--- config.mk ---
export PLATFORM = sky130hd
export DESIGN_NAME = cond_unit_mt
export DESIGN_NICKNAME = d
export VERILOG_FILES = /design/src/rtl/cond_unit_mt.sv
export SDC_FILE = /design/constraint.sdc
export NUM_CORES = 1
export LEC_CHECK = 0
export ABC_AREA = 1
export BUFFER_PORTS_ARGS = -buffer_cell sky130_fd_sc_hd__clkbuf_2
export CORE_MARGIN = 3
export CORE_UTILIZATION = 60
export DETAILED_ROUTE_END_ITERATION = 8
export HOLD_SLACK_MARGIN = 0.1
export PLACE_DENSITY = 0.92
export SLEW_MARGIN = 10
export SYNTH_ARGS = -nofsm -noshare
export SYNTH_HDL_FRONTEND = slang
export SYNTH_SLANG_ARGS = --single-unit
--- constraint.sdc ---
create_clock -name clk -period 3.7 [get_ports clk]
set_input_delay 0.37 -clock clk [delete_from_list [all_inputs] [get_ports clk]]
set_output_delay 0.37 -clock clk [all_outputs]
set_load 0.03 [all_outputs]
--- src/rtl/cond_unit_mt.sv ---
// ---------------------------------------------------------------------------
// cond_unit_mt
// Multi-context conditional-execution unit for the pipelined ARMv4 core,
// placed at the EX/MEM boundary. It holds one NZCV flag bank per hardware
// context. It evaluates the instruction condition field against the bank
// selected by ex_tid. It gates flag writes and the decoder write strobes with
// the condition result, and registers the gated strobes into the MEM stage.
// It also keeps saturating counts of executed and skipped instructions.
//
// Ports
//   clk, rst        rising-edge clock, asynchronous active-low reset
//   ex_valid        EX-stage instruction valid
//   ex_tid          context id of the EX instruction
//   cond            instruction condition field [31:28]
//   alu_flags       {N,Z,C,V} from the ALU this cycle
//   flag_w          [1] write NZ, [0] write CV
//   pcs/reg_w/mem_w decoder PC / register / memory write requests
//   no_write        compare/test ops: suppress the register write
//   stall, flush    hold EX / kill EX; both put a bubble into MEM
//   clr_cnt         synchronous clear of both counters
//   flags_o         flags of bank[ex_tid] (combinational, 0 for bad tid)
//   m_valid, m_tid  MEM-stage valid and context id
//   pcsrc, reg_write, mem_write, cond_ex, undef_cond  registered MEM results
//   exec_cnt, skip_cnt  saturating executed / skipped instruction counters
// ---------------------------------------------------------------------------
module cond_unit_mt #(
    parameter int THREADS = 2,
    parameter int CNT_W   = 16,
    localparam int TID_W  = (THREADS > 1) ? $clog2(THREADS) : 1
) (
    input  logic             clk,
    input  logic             rst,
    input  logic             ex_valid,
    input  logic [TID_W-1:0] ex_tid,
    input  logic [3:0]       cond,
    input  logic [3:0]       alu_flags,
    input  logic [1:0]       flag_w,
    input  logic             pcs,
    input  logic             reg_w,
    input  logic             mem_w,
    input  logic             no_write,
    input  logic             stall,
    input  logic             flush,
    input  logic             clr_cnt,
    output logic [3:0]       flags_o,
    output logic             m_valid,
    output logic [TID_W-1:0] m_tid,
    output logic             pcsrc,
    output logic             reg_write,
    output logic             mem_write,
    output logic             cond_ex,
    output logic             undef_cond,
    output logic [CNT_W-1:0] exec_cnt,
    output logic [CNT_W-1:0] skip_cnt
);

    // The bank array covers every encodable tid so indexing never goes out of
    // range; banks at or above THREADS are never written.
    localparam int NBANK = 1 << TID_W;

    logic [3:0] bank [NBANK];
    logic [3:0] cur;
    logic       tid_bad;
    logic       cond_true;
    logic       ce;
    logic       undef;
    logic       fire;
    logic       n, z, c, v;

    assign tid_bad = ({1'b0, ex_tid} >= (TID_W+1)'(THREADS));
    assign cur     = bank[ex_tid];
    assign flags_o = tid_bad ? 4'b0000 : cur;
    assign {n, z, c, v} = cur;

    // flush outranks stall, but either one alone already blocks the fire.
    assign fire  = ex_valid & ~stall & ~flush;
    assign undef = (cond == 4'b1111) | tid_bad;
    assign ce    = cond_true & ~tid_bad;

    // Condition decode; 1111 is the undefined encoding and never executes.
    always_comb begin
        cond_true = 1'b0;
        case (cond)
            4'b0000: cond_true = z;
            4'b0001: cond_true = ~z;
            4'b0010: cond_true = c;
            4'b0011: cond_true = ~c;
            4'b0100: cond_true = n;
            4'b0101: cond_true = ~n;
            4'b0110: cond_true = v;
            4'b0111: cond_true = ~v;
            4'b1000: cond_true = c & ~z;
            4'b1001: cond_true = ~(c & ~z);
            4'b1010: cond_true = (n == v);
            4'b1011: cond_true = (n != v);
            4'b1100: cond_true = ~z & (n == v);
            4'b1101: cond_true = ~(~z & (n == v));
            4'b1110: cond_true = 1'b1;
            default: cond_true = 1'b0;
        endcase
    end

    // Flag banks: only the selected bank, and only the enabled NZ/CV groups,
    // change when an instruction fires and passes its condition.
    always_ff @(posedge clk or negedge rst) begin
        if (!rst) begin
            for (int i = 0; i < NBANK; i++) begin
                bank[i] <= 4'b0000;
            end
        end else if (fire && ce) begin
            if (flag_w[1]) bank[ex_tid][3:2] <= alu_flags[3:2];
            if (flag_w[0]) bank[ex_tid][1:0] <= alu_flags[1:0];
        end
    end

    // MEM-stage register: a fired instruction loads its gated strobes,
    // anything else loads an all-zero bubble.
    always_ff @(posedge clk or negedge rst) begin
        if (!rst) begin
            m_valid    <= 1'b0;
            m_tid      <= '0;
            pcsrc      <= 1'b0;
            reg_write  <= 1'b0;
            mem_write  <= 1'b0;
            cond_ex    <= 1'b0;
            undef_cond <= 1'b0;
        end else if (fire) begin
            m_valid    <= 1'b1;
            m_tid      <= ex_tid;
            pcsrc      <= pcs & ce;
            reg_write  <= reg_w & ce & ~no_write;
            mem_write  <= mem_w & ce;
            cond_ex    <= ce;
            undef_cond <= undef;
        end else begin
            m_valid    <= 1'b0;
            m_tid      <= '0;
            pcsrc      <= 1'b0;
            reg_write  <= 1'b0;
            mem_write  <= 1'b0;
            cond_ex    <= 1'b0;
            undef_cond <= 1'b0;
        end
    end

    // Saturating counters; a clear wins over a concurrent increment.
    always_ff @(posedge clk or negedge rst) begin
        if (!rst) begin
            exec_cnt <= '0;
            skip_cnt <= '0;
        end else if (clr_cnt) begin
            exec_cnt <= '0;
            skip_cnt <= '0;
        end else if (fire) begin
            if (ce) begin
                if (exec_cnt != '1) exec_cnt <= exec_cnt + CNT_W'(1);
            end else begin
                if (skip_cnt != '1) skip_cnt <= skip_cnt + CNT_W'(1);
            end
        end
    end

endmodule

# Word-level counts from Yosys, hierarchy flattened
# Cells that the tools add are included.
[word_totals]
regBits = 47
inputBits = 21
wordCells = 90
[op_classes]
magnitude_cmp = 2
bitwise = 18
n_eq_ne = 20
add_sub_neg = 2
n_reduce_logical = 9
mux = 28
[ops]
columns = ["op", "n"]
rows = [
  ["two-way mux 16 bit", 8],
  ["adder 16 x 1 -> 16 bit, second input constant", 2],
  ["equality test 4 bit, second input constant", 8],
  ["inequality test 16 bit, second input constant", 2],
  ["two-way mux 8 bit", 3],
  ["bitwise mux 8 bit", 2],
  ["equality test 4 x 3 -> 1 bit, second input constant", 4],
  ["two-way mux 4 bit", 4],
  ["one-hot mux 1 bit (15 select lines)", 1],
  ["NOT 1 bit", 9],
  ["bitwise AND 1 bit", 8],
  ["demux 4 bit (select 1 bit)", 2],
  ["equality test 4 x 2 -> 1 bit, second input constant", 2],
  ["nonzero test 2 bit", 4],
  ["two-way mux 1 bit", 7],
  ["AND reduction 3 bit", 2],
  ["equality test 4 x 1 -> 1 bit, second input constant", 1],
  ["logical NOT 4 bit", 1],
  [">= comparator 2 bit, second input constant", 1],
  ["logical AND 1 bit", 2],
  ["less-than comparator 2 x 1 -> 1 bit, second input constant", 1],
  ["two-way mux 2 bit", 1],
  ["inequality test 2 bit, second input constant", 1],
  ["NOT 1 -> 2 bit", 1],
  ["2 further kinds", 2],
]

# Depth between registers and ports, before layout
# Gate-level depths: netlist (run 1).
[depth]
depth_word = 12
depth_mapped = 14
ltp_nobuf = 13

# Least setup slack after synthesis (run 1)
# No wires, ideal clock.
[synth_path]
kind = "register to register"
from = "register skip_cnt[0]"
to = "register skip_cnt[13]"
arrival_ns = 1.812
period_less_slack_ns = 1.931
slack_ns = 1.769
stages_incl_launch_ff = 11
n_path_buf = 1
setup_time_ns = 0.119
cell_sequence = "dfrtp_1 -> ha_1 -> nand3_1 -> inv_1 -> nand3b_1 -> nor3_1 -> nor2_2 -> nand3_2 -> buf_4 -> nand3_1 -> nand2_1"
[synth_via]
elab_chain_cells = 5
[synth_lines]
columns = ["element", "line_no", "source"]
rows = [
  ["start: declaration", "54", "output logic [CNT_W-1:0] skip_cnt"],
  ["start signal: assignment", "158", "if (skip_cnt != '1) skip_cnt <= skip_cnt + CNT_W'(1);"],
  ["adder 16 x 1 -> 16 bit", "158", ""],
  ["two-way mux 16 bit", "158", ""],
  ["two-way mux 16 bit", "155", "if (ce) begin"],
  ["two-way mux 16 bit", "154", "end else if (fire) begin"],
  ["two-way mux 16 bit", "151", "end else if (clr_cnt) begin"],
]
# Several ways; a longest one is shown, not always the timed one. The select of a mux whose other input is x is not followed.
# A chain may end at the register's enable or synchronous reset.

# Worst setup path after layout (run 1)
[layout_path]
from = "register skip_cnt[0]"
to = "register skip_cnt[12]"
# The elaborated chain is that of the path after synthesis.

==> results of run 1 <==
-- power groups by stage --
stage	clock network (mW)	logic (mW)	registers (mW)
CTS	0.408	0.360	0.579
global placement	0	0.341	0.588
floorplan	0	0.255	0.601
global route	0.428	0.396	0.584
detailed placement	0	0.356	0.589
finish	0.395	0.360	0.579
-- cells in the final DEF (no fill, tap or decap), drive strengths merged --
master  instances
a21oi           2
buf             2
bufinv          1
clkbuf         69
clkinv          1
dfrtp          47
ha              2
inv            50
nand2         147
nand3          54
nand3b          2
nand4          38
nor2           47
nor3           11
o21ai           2
xnor2           4
xor2           23
-- layout make-up --
type	count	share of cell area, %
Multi-Input combinational cell	332	47.5
Clock inverter	2	0.970
Clock buffer	6	2.29
Inverter	50	5.20
Timing Repair Buffer	65	9.14
Sequential cell	47	32.6
Tap cell	67	2.32
-- routing by layer --
layer / GRT usage, % / vias to the layer above / share of wire (%)
met5: 0 / - / 0
met4: 10.7 / 0 / 2.4
met3: 5.50 / 19 / 7.0
met2: 45.9 / 132 / 51
met1: 32.1 / 1468 / 40
li1: - / 1540 / -
-- sequential cells by signal, indices dropped and copies added (netlist names) --
signal,flops
bank,8
pcsrc,1
exec_cnt,16
m_valid,1
undef_cond,1
skip_cnt,16
reg_write,1
mem_write,1
m_tid,1
cond_ex,1
-- logic make-up after synthesis --
logic type / after synthesis
AND/OR/NAND/NOR: 299
buffers and inverters: 63
flip-flops: 47
adder cells (fa/ha/maj): 2
XOR/XNOR: 27
AO/OA/AOI/OAI: 4
-- worst register-to-register path, delay by kind of cell (launching register included) --
| family | cells | cell delay, ps |
|---|---|---|
| DFF | 1 | 450 |
| buffers and inverters | 1 | 80 |
| and+or+nand+nor | 7 | 1580 |
| adders and majority gates | 1 | 290 |
-- worst paths after layout --
check | start | end | depth (start not counted)
max | skip_cnt[0]$_DFFE_PN0P_ | skip_cnt[12]$_DFFE_PN0P_ | 9
min | rst | undef_cond$_DFF_PN0_ | 1
max in group asynchronous | rst | exec_cnt[12]$_DFFE_PN0P_ | 2
min in group clk | no_write | reg_write$_DFF_PN0_ | 2
min reg2reg | bank[1]$_DFFE_PN0P_ | bank[1]$_DFFE_PN0P_ | 2
max reg2reg | skip_cnt[0]$_DFFE_PN0P_ | skip_cnt[12]$_DFFE_PN0P_ | 9
==> impl_metrics.yaml, run 1 <==
yosys:
  synth_xor_area_share_pct: 7.49
  syn_area_per_cell_sq_um: 7.15
  synthAdderAreaFrac_pct: 0.792
  async_flop_share_pct: 100
  synth_top_area_share_pct: 37.2
  synth_top_family_by_area: "simple AND/OR/NAND/NOR gates"
  ys_ff_latch: 47
  synth_compound_area_share_pct: 1.11
  syn-num-nets: 465
  synth_largest_area_cell: "dfrtp_1"
  yosys_warnings: 0
  synth_edf_count: 0
  synth.distinct_cells: 28
  synth.area.mux_share_pct: 0
  synth_cells: 442
  seq_area_frac_synth_pct: 37.2
  synth_ff_type: "dfrtp_1"
  syn-cell-area_sq_mm: 0.00316
  yosys.area_share.simple_pct: 45.0
  synth.most_common_cell: "nand2_1"
  ys_top_cells_by_count: "124 x nand2_1, 51 x nand3_1, 48 x inv_1"
  synthTopCellsByArea: "dfrtp_1 37%, nand2_1 15%, nand3_1 8.1%"
critical_path:
  cp-end-kind: "flip-flop"
  crit_chain: "ha_1 > nand3_1 > inv_1 > nand3b_1 > nor3_1 > nor2_2 > nand3_2 > nand3_1 > nand2_1"
  critPathMaxStageDelay_ps: 550
  critPathKind: "reg -> reg"
  path_common_cell: "nand3_1"
  r2r_slack_ps: 1210
  critPathLaunchType: "flip-flop"
  arrival_ps: 2680
  crit_buf_inv: 1
  cp_slowest_cell: "nor2_2"
  required_ps: 3900
  path_delay_family: "simple AND/OR/NAND/NOR gates"
  cp_max_fo: 17
global_route:
  grt.total_usage_pct: 26.6
  grt_pass1_wl_microns: 13300
  grt_max_degree: 35
  grt_pass1_vias: 2985
  grt_antenna_before_repair: 0
  grt_overflow: 0
clock_tree:
  root_buffer: "clkbuf_8"
  cts-resized-gates: 0
  numCtsBuffers: 5
  clock_latency_ps: 300
  cts_tree: "yes"
  clock_sinks: 47
  cts_buffer_depth: 2
  cts_setup_buffers: 0
  htreeDepth: 2
  cts_hold_buffers: 0
  clkTransAtPathRegs_ps: 90
placement:
  placed_cells: 561
  gp_congestion: 0.925
  hpwl_microns: 5530
  place_area_sq_mm: 0.00349
  port_buffers: 63
  dp_slack_ps: 1220
floorplanning:
  fp.dieH_microns: 78.6
  num_rows: 25
  die_area_sq_mm: 0.00617
  start_util_pct: 64.3
  core_area_sq_mm: 0.00491
  pin_count: 64
  die_w_microns: 78.6
finish:
  antenna_cells: 0
  multi_input_area_sq_mm: 0.00172
  syn_to_final_growth_pct: 14.3
  nNetsFinal: 524
  final.fill_count: 380
  final_core_util_pct: 73.6
  seq_area_sq_mm: 0.00118
  instances_no_fill: 569
  fin_area_sq_mm: 0.00361
  final_layout_size_suffix_gt1_share_pct: 21.3
sta:
  hold_slack_ps: 92.0
  fin_crit_ps: 2490
  hold_viol: 0
  slew_violations: 0
  fin_crit_sh_pct: 67.3
  max-slew-margin-rel_pct: 49.0
  worst_pin_slew_ps: 764
  max_freq_mhz: 402
  setup_viol: 0
  rsz0062_at_grt: "false"
  fin_tns_setup_ps: 0
  skew_ps: 7.21
  worst_slack_ps: 1210
pwr:
  clkPwrFrac_pct: 29.6
  cellPowerDensity_mw_per_mm2: 370
  irDropWorstVdd_mv: 0.289
  p_switching_mw: 0.471
  swShare_pct: 35.3
  leakage_nw: 2.03
  p_total_mw: 1.33
  p_int_mw: 0.864
  power_frac_seq_pct: 43.4
  pwr-share-comb_pct: 27.0
drt:
  via_per_inst: 5.55
  drtIter0Drc: 236
  routedWlPerCell_microns: 13.5
  routed_wl_microns: 7690
  num_vias: 3159
  drtPass1Iterations: 5
  ant_nets: 0
  drc_errors: 0
outcome:
  status: "finished, final reports clean"
hold_path:
  hold_class: "in -> async"
job:
  max-cap-violations: 0
Power figures use the tool's default switching activity.
==> run 2, diff against run 1 <==
--- a/config.mk
+++ b/config.mk
@@ -8,10 +8,10 @@
 export ABC_AREA = 1
 export BUFFER_PORTS_ARGS = -buffer_cell sky130_fd_sc_hd__clkbuf_2
 export CORE_MARGIN = 3
-export CORE_UTILIZATION = 60
+export CORE_UTILIZATION = 50
 export DETAILED_ROUTE_END_ITERATION = 8
 export HOLD_SLACK_MARGIN = 0.1
-export PLACE_DENSITY = 0.92
+export PLACE_DENSITY = 0.83
 export SLEW_MARGIN = 10
 export SYNTH_ARGS = -nofsm -noshare
 export SYNTH_HDL_FRONTEND = slang
==> constraint.sdc (replaced) <==
create_clock -name clk -period 2.2 [get_ports clk]
set_input_delay 0.22 -clock clk [delete_from_list [all_inputs] [get_ports clk]]
set_output_delay 0.22 -clock clk [all_outputs]
set_load 0.03 [all_outputs]
==> run 2 against run 1 <==
Critical path type unchanged. Non-clock buffer count up 7. Sequential share of layout area shrank 0.68 points. Sequential power is 69% higher. Clock skew is 2.3 ps higher. Critical endpoint is now skip_cnt[14]$_DFFE_PN0P_.
==> impl_metrics.yaml, run 2 (synthesis gave the netlist of run 1 again) <==
finish:
  final_cell_mix: "124 x nand2_1, 63 x clkbuf_2, 51 x nand3_1"
  antenna_cells: 0
  top_regs: "exec_cnt: 16 flops, skip_cnt: 16 flops, bank: 8 flops"
  final_layout_size_suffix_gt1_share_pct: 21.6
  nNetsFinal: 531
  syn_to_final_growth_pct: 16.8
  instances_no_fill: 584
  layout_commonest_cell: "nand2_1"
critical_path:
  reg2reg_depth: 9
  cp_max_fo: 16
  arrival_ps: 2180
  cp-end-kind: "flip-flop"
  required_ps: 2440
  critPathLaunchType: "flip-flop"
  critPathKind: "reg -> reg"
sta:
  rsz0062_at_grt: "false"
  setup_viol: 0
  skew_ps: 9.54
  slew_violations: 0
  worst_pin_slew_ps: 598
  hold_viol: 0
  fin_crit_sh_pct: 88.3
  fin_crit_ps: 1940
  max_freq_mhz: 515
  fin_tns_setup_ps: 0
  max-slew-margin-rel_pct: 60.1
global_route:
  grt.total_usage_pct: 21.2
  grt_pass1_vias: 2935
  grt_max_degree: 48
  grt_overflow: 0
  grt_pass1_wl_microns: 12900
  grt_antenna_before_repair: 0
placement:
  gp_congestion: 0.925
  port_buffers: 63
  hpwl_microns: 5430
  placed_cells: 572
clock_tree:
  cts_buffer_depth: 2
  htreeDepth: 2
  clock_sinks: 47
  root_buffer: "clkbuf_8"
  cts_tree: "yes"
  clock_latency_ps: 310
  numCtsBuffers: 5
  clkTransAtPathRegs_ps: 90
floorplanning:
  die_w_microns: 85.5
  fp.dieH_microns: 85.5
  die_area_sq_mm: 0.00731
  num_rows: 28
  start_util_pct: 52.4
  core_area_sq_mm: 0.00603
  pin_count: 64
drt:
  ant_nets: 0
  routedWlPerCell_microns: 12.6
  drtIter0Drc: 169
  routed_wl_microns: 7380
  num_vias: 3101
  via_per_inst: 5.31
  drtPass1Iterations: 4
  drc_errors: 0
hold_path:
  hold_class: "in -> reg"
  hold_depth: 3
pwr:
  cellPowerDensity_mw_per_mm2: 610
  irDropWorstVdd_mv: 0.422
  leakage_nw: 2.06
job:
  max-cap-violations: 0
outcome:
  status: "finished, final reports clean"
run 2: cell types whose count changed in the layout (fill, tap and decap cells not counted):
cell,change
dlygate4sd3_1,+4
buf_4,+3
nand2_2,-1
nand2_4,+1
run 2: layout make-up:
class / instances / area, sq um
fillers: 566 / 2340
multi-input cells: 332 / 1720
flip-flops and latches: 47 / 1180
repair buffers: 72 / 393
inverters: 50 / 188
well taps: 75 / 93.8
clock buffers: 6 / 82.6
clock inverters: 2 / 35.0
run 2: per-layer routing:
metal	GRT usage (%)	vias up	wire (microns)
met1	26.4	1426	3220
met5	0	-	0
met3	4.03	16	451
li1	-	1560	-
met2	36.9	99	3560
met4	7.34	0	149
run 2: power breakdown:
group | switching, mW | internal, mW
clock network | 0.301 | 0.368
registers | 0.0571 | 0.921
logic | 0.429 | 0.175
total | 0.787 | 1.46
run 2: critical path, stage by stage, from the launching register on:
cell and delay (ps):
dfrtp_1 450, ha_1 280, nand3_1 150, inv_1 120, nand3b_1 90, nor3_1 220, nor2_2 80, nand3_2 270
nand3_1 130, nand2_1 90
run 2: timing repair:
action | CTS | global route
setup endpoints to repair | 0 | 5
hold buffers | 4 | 0
buffers inserted | 0 | 0
resized for setup | 0 | 1
endpoints found under the hold margin | 50 | 0
run 2: path summary, 6_finish.rpt:
path                                    startpoint                        to  slack (ps)
setup / recovery           skip_cnt[1]$_DFFE_PN0P_  skip_cnt[14]$_DFFE_PN0P_         260
min in group asynchronous                      rst      undef_cond$_DFF_PN0_         520
max in group asynchronous                      rst       bank[0]$_DFFE_PN0P_        1250
hold / removal                               reg_w       reg_write$_DFF_PN0_         120
setup reg to reg           skip_cnt[1]$_DFFE_PN0P_  skip_cnt[14]$_DFFE_PN0P_         260
hold reg to reg                bank[5]$_DFFE_PN0P_       bank[5]$_DFFE_PN0P_         520
run 2: stage by stage:
stage          power (mW)  hold WS [ps]  setup slack [ps]  utilization, %  area (sq um)
6_report             2.25           124               258            61.2          3690
5_1_grt              2.38           117              55.9            61.2          3690
4_1_cts              2.27           100               257            61.2          3680
3_5_place_dp         1.59           357               216            58.5          3530
3_3_place_gp         1.58           349               283            58.5          3530
2_1_floorplan        1.44         -75.6               269               -          3160
==> run 3, diff against run 2 <==
==> constraint.sdc (replaced) <==
create_clock -name clk -period 2.2 [get_ports clk]
set_input_delay 0.55 -clock clk [delete_from_list [all_inputs] [get_ports clk]]
set_output_delay 0.55 -clock clk [all_outputs]
set_load 0.03 [all_outputs]
==> run 3 against run 2 <==
Count of clock-buffer cells in the layout stayed put. Design area is 1.1% lower. Wire length is 1.4% lower. Register-to-register slack worse by 70 ps. Via count hardly changed. Maximum frequency is 3.5% lower. Critical path depth is 1 higher. Global-route usage is 0.62 points lower. Critical path type unchanged. Critical endpoint is now exec_cnt[14]$_DFFE_PN0P_.
==> impl_metrics.yaml, run 3 (synthesis gave the netlist of run 1 again) <==
critical_path:
  required_ps: 2440
  arrival_ps: 2260
  critPathKind: "reg -> reg"
  critPathLaunchType: "flip-flop"
  cp-end-kind: "flip-flop"
  cp-startpoint: "exec_cnt[1]$_DFFE_PN0P_"
  cp_max_fo: 17
  r2r-start: "exec_cnt[1]$_DFFE_PN0P_"
drt:
  ant_nets: 0
  drc_errors: 0
  drtPass1Iterations: 4
  routedWlPerCell_microns: 12.5
  via_per_inst: 5.32
  num_vias: 3104
  drtIter0Drc: 190
  routed_wl_microns: 7280
pwr:
  leakage_nw: 2.04
  irDropWorstVdd_mv: 0.399
  p_total_mw: 2.10
  p_switching_mw: 0.781
  clkPwrFrac_pct: 24.4
  cellPowerDensity_mw_per_mm2: 576
  pwr-share-comb_pct: 29.1
  power_frac_seq_pct: 46.5
  swShare_pct: 37.1
  p_int_mw: 1.32
outcome:
  status: "finished, final reports clean"
sta:
  skew_ps: 7.12
  max_freq_mhz: 497
  hold_viol: 0
  worst_slack_ps: 189
  worst_pin_slew_ps: 596
  hold_slack_ps: 324
  setup_viol: 0
  rsz0062_at_grt: "false"
  fin_crit_ps: 2010
  fin_crit_sh_pct: 91.4
  slew_violations: 0
  max-slew-margin-rel_pct: 60.2
clock_tree:
  numCtsBuffers: 5
  clock_latency_ps: 300
  clkTransAtPathRegs_ps: 90
  cts_hold_buffers: 0
  cts_buffer_depth: 2
  cts_tree: "yes"
  htreeDepth: 2
  root_buffer: "clkbuf_8"
  clock_sinks: 47
finish:
  syn_to_final_growth_pct: 15.5
  antenna_cells: 0
  final_layout_size_suffix_gt1_share_pct: 22.2
  top_regs: "exec_cnt: 16 flops, skip_cnt: 16 flops, bank: 8 flops"
  instances_no_fill: 584
  layout_commonest_cell: "nand2_1"
  final_cell_mix: "124 x nand2_1, 63 x clkbuf_2, 51 x nand3_1"
  fin_area_sq_mm: 0.00365
  nNetsFinal: 531
global_route:
  gr-usage-met1_pct: 25.5
  busiest_layer: "met2"
  use_met3_pct: 4.23
  grt.total_usage_pct: 20.6
  grt_overflow: 0
  grt_antenna_before_repair: 0
  use_met2_pct: 36.2
  grt_max_degree: 48
  grt_pass1_vias: 2925
  grt_pass1_wl_microns: 12500
floorplanning:
  die_w_microns: 85.5
  num_rows: 28
  start_util_pct: 52.4
  die_area_sq_mm: 0.00731
  pin_count: 64
  fp.dieH_microns: 85.5
  core_area_sq_mm: 0.00603
placement:
  port_buffers: 63
  hpwl_microns: 5390
  gp_congestion: 0.935
  place_area_sq_mm: 0.00356
  placed_cells: 576
  dp_slack_ps: -18.2
hold_path:
  hold_class: "in -> async"
job:
  max-cap-violations: 0
## run 3: changes by cell type in the layout (fill, tap and decap cells not counted), sizes merged
cell and change:
clkinvlp +1, buf +4, bufinv -1, dlygate4sd3 -4
## run 3: per-stage QoR
stage	setup TNS [ps]	utilization [%]
2_1_floorplan	0	-
3_3_place_gp	0	59.0
3_5_place_dp	-155	59.0
4_1_cts	0	60.4
5_1_grt	0	60.6
6_report	0	60.6
## run 3: power groups by stage
stage	sequential (mW)	clock, mW	combinational, mW
after CTS	0.976	0.534	0.610
after global placement	0.992	0	0.594
final	0.978	0.514	0.611
after global routing	0.985	0.562	0.679
after floorplan	1.01	0	0.430
after detailed placement	0.993	0	0.609
## run 3: worst max-delay path, stage by stage, from the launching register on
cell     delay [ps]
dfrtp_1         410
ha_1            290
nand2_1          80
nor2_1          220
nand2_1         130
nor2_1          210
o21ai_4         170
nand2_2         140
buf_4           180
nand2_2          60
nand2_1          60
## run 3: final cells by class
cell class / instances / area (sq um)
fill: 561 / 2380
multi-input combinational: 332 / 1720
sequential: 47 / 1180
timing repair buffer: 72 / 383
inverter: 50 / 188
tap: 75 / 93.8
clock buffer: 6 / 72.6
clock inverter: 2 / 12.5
## run 3: per-layer routing
layer / share of wire, % / up-vias
met1: 43 / 1438
li1: - / 1555
met2: 49 / 100
met5: 0 / -
met4: 1.4 / 0
met3: 6.2 / 11
## run 3: what timing repair did
| action | 4_1_cts | 5_1_grt |
|---|---|---|
| buffers inserted | 0 | 0 |
| endpoints found under the setup margin | 0 | 16 |
| resized for setup | 0 | 1 |
## run 3: worst paths after layout
kind / end / slack, ps / cells after the start
hold / removal: skip_cnt[6]$_DFFE_PN0P_ / 320 / 2
max in group asynchronous: bank[3]$_DFFE_PN0P_ / 1470 / 2
setup reg to reg: exec_cnt[14]$_DFFE_PN0P_ / 190 / 10
min in group clk: reg_write$_DFF_PN0_ / 390 / 2
setup / recovery: exec_cnt[14]$_DFFE_PN0P_ / 190 / 10
hold reg to reg: bank[1]$_DFFE_PN0P_ / 510 / 2
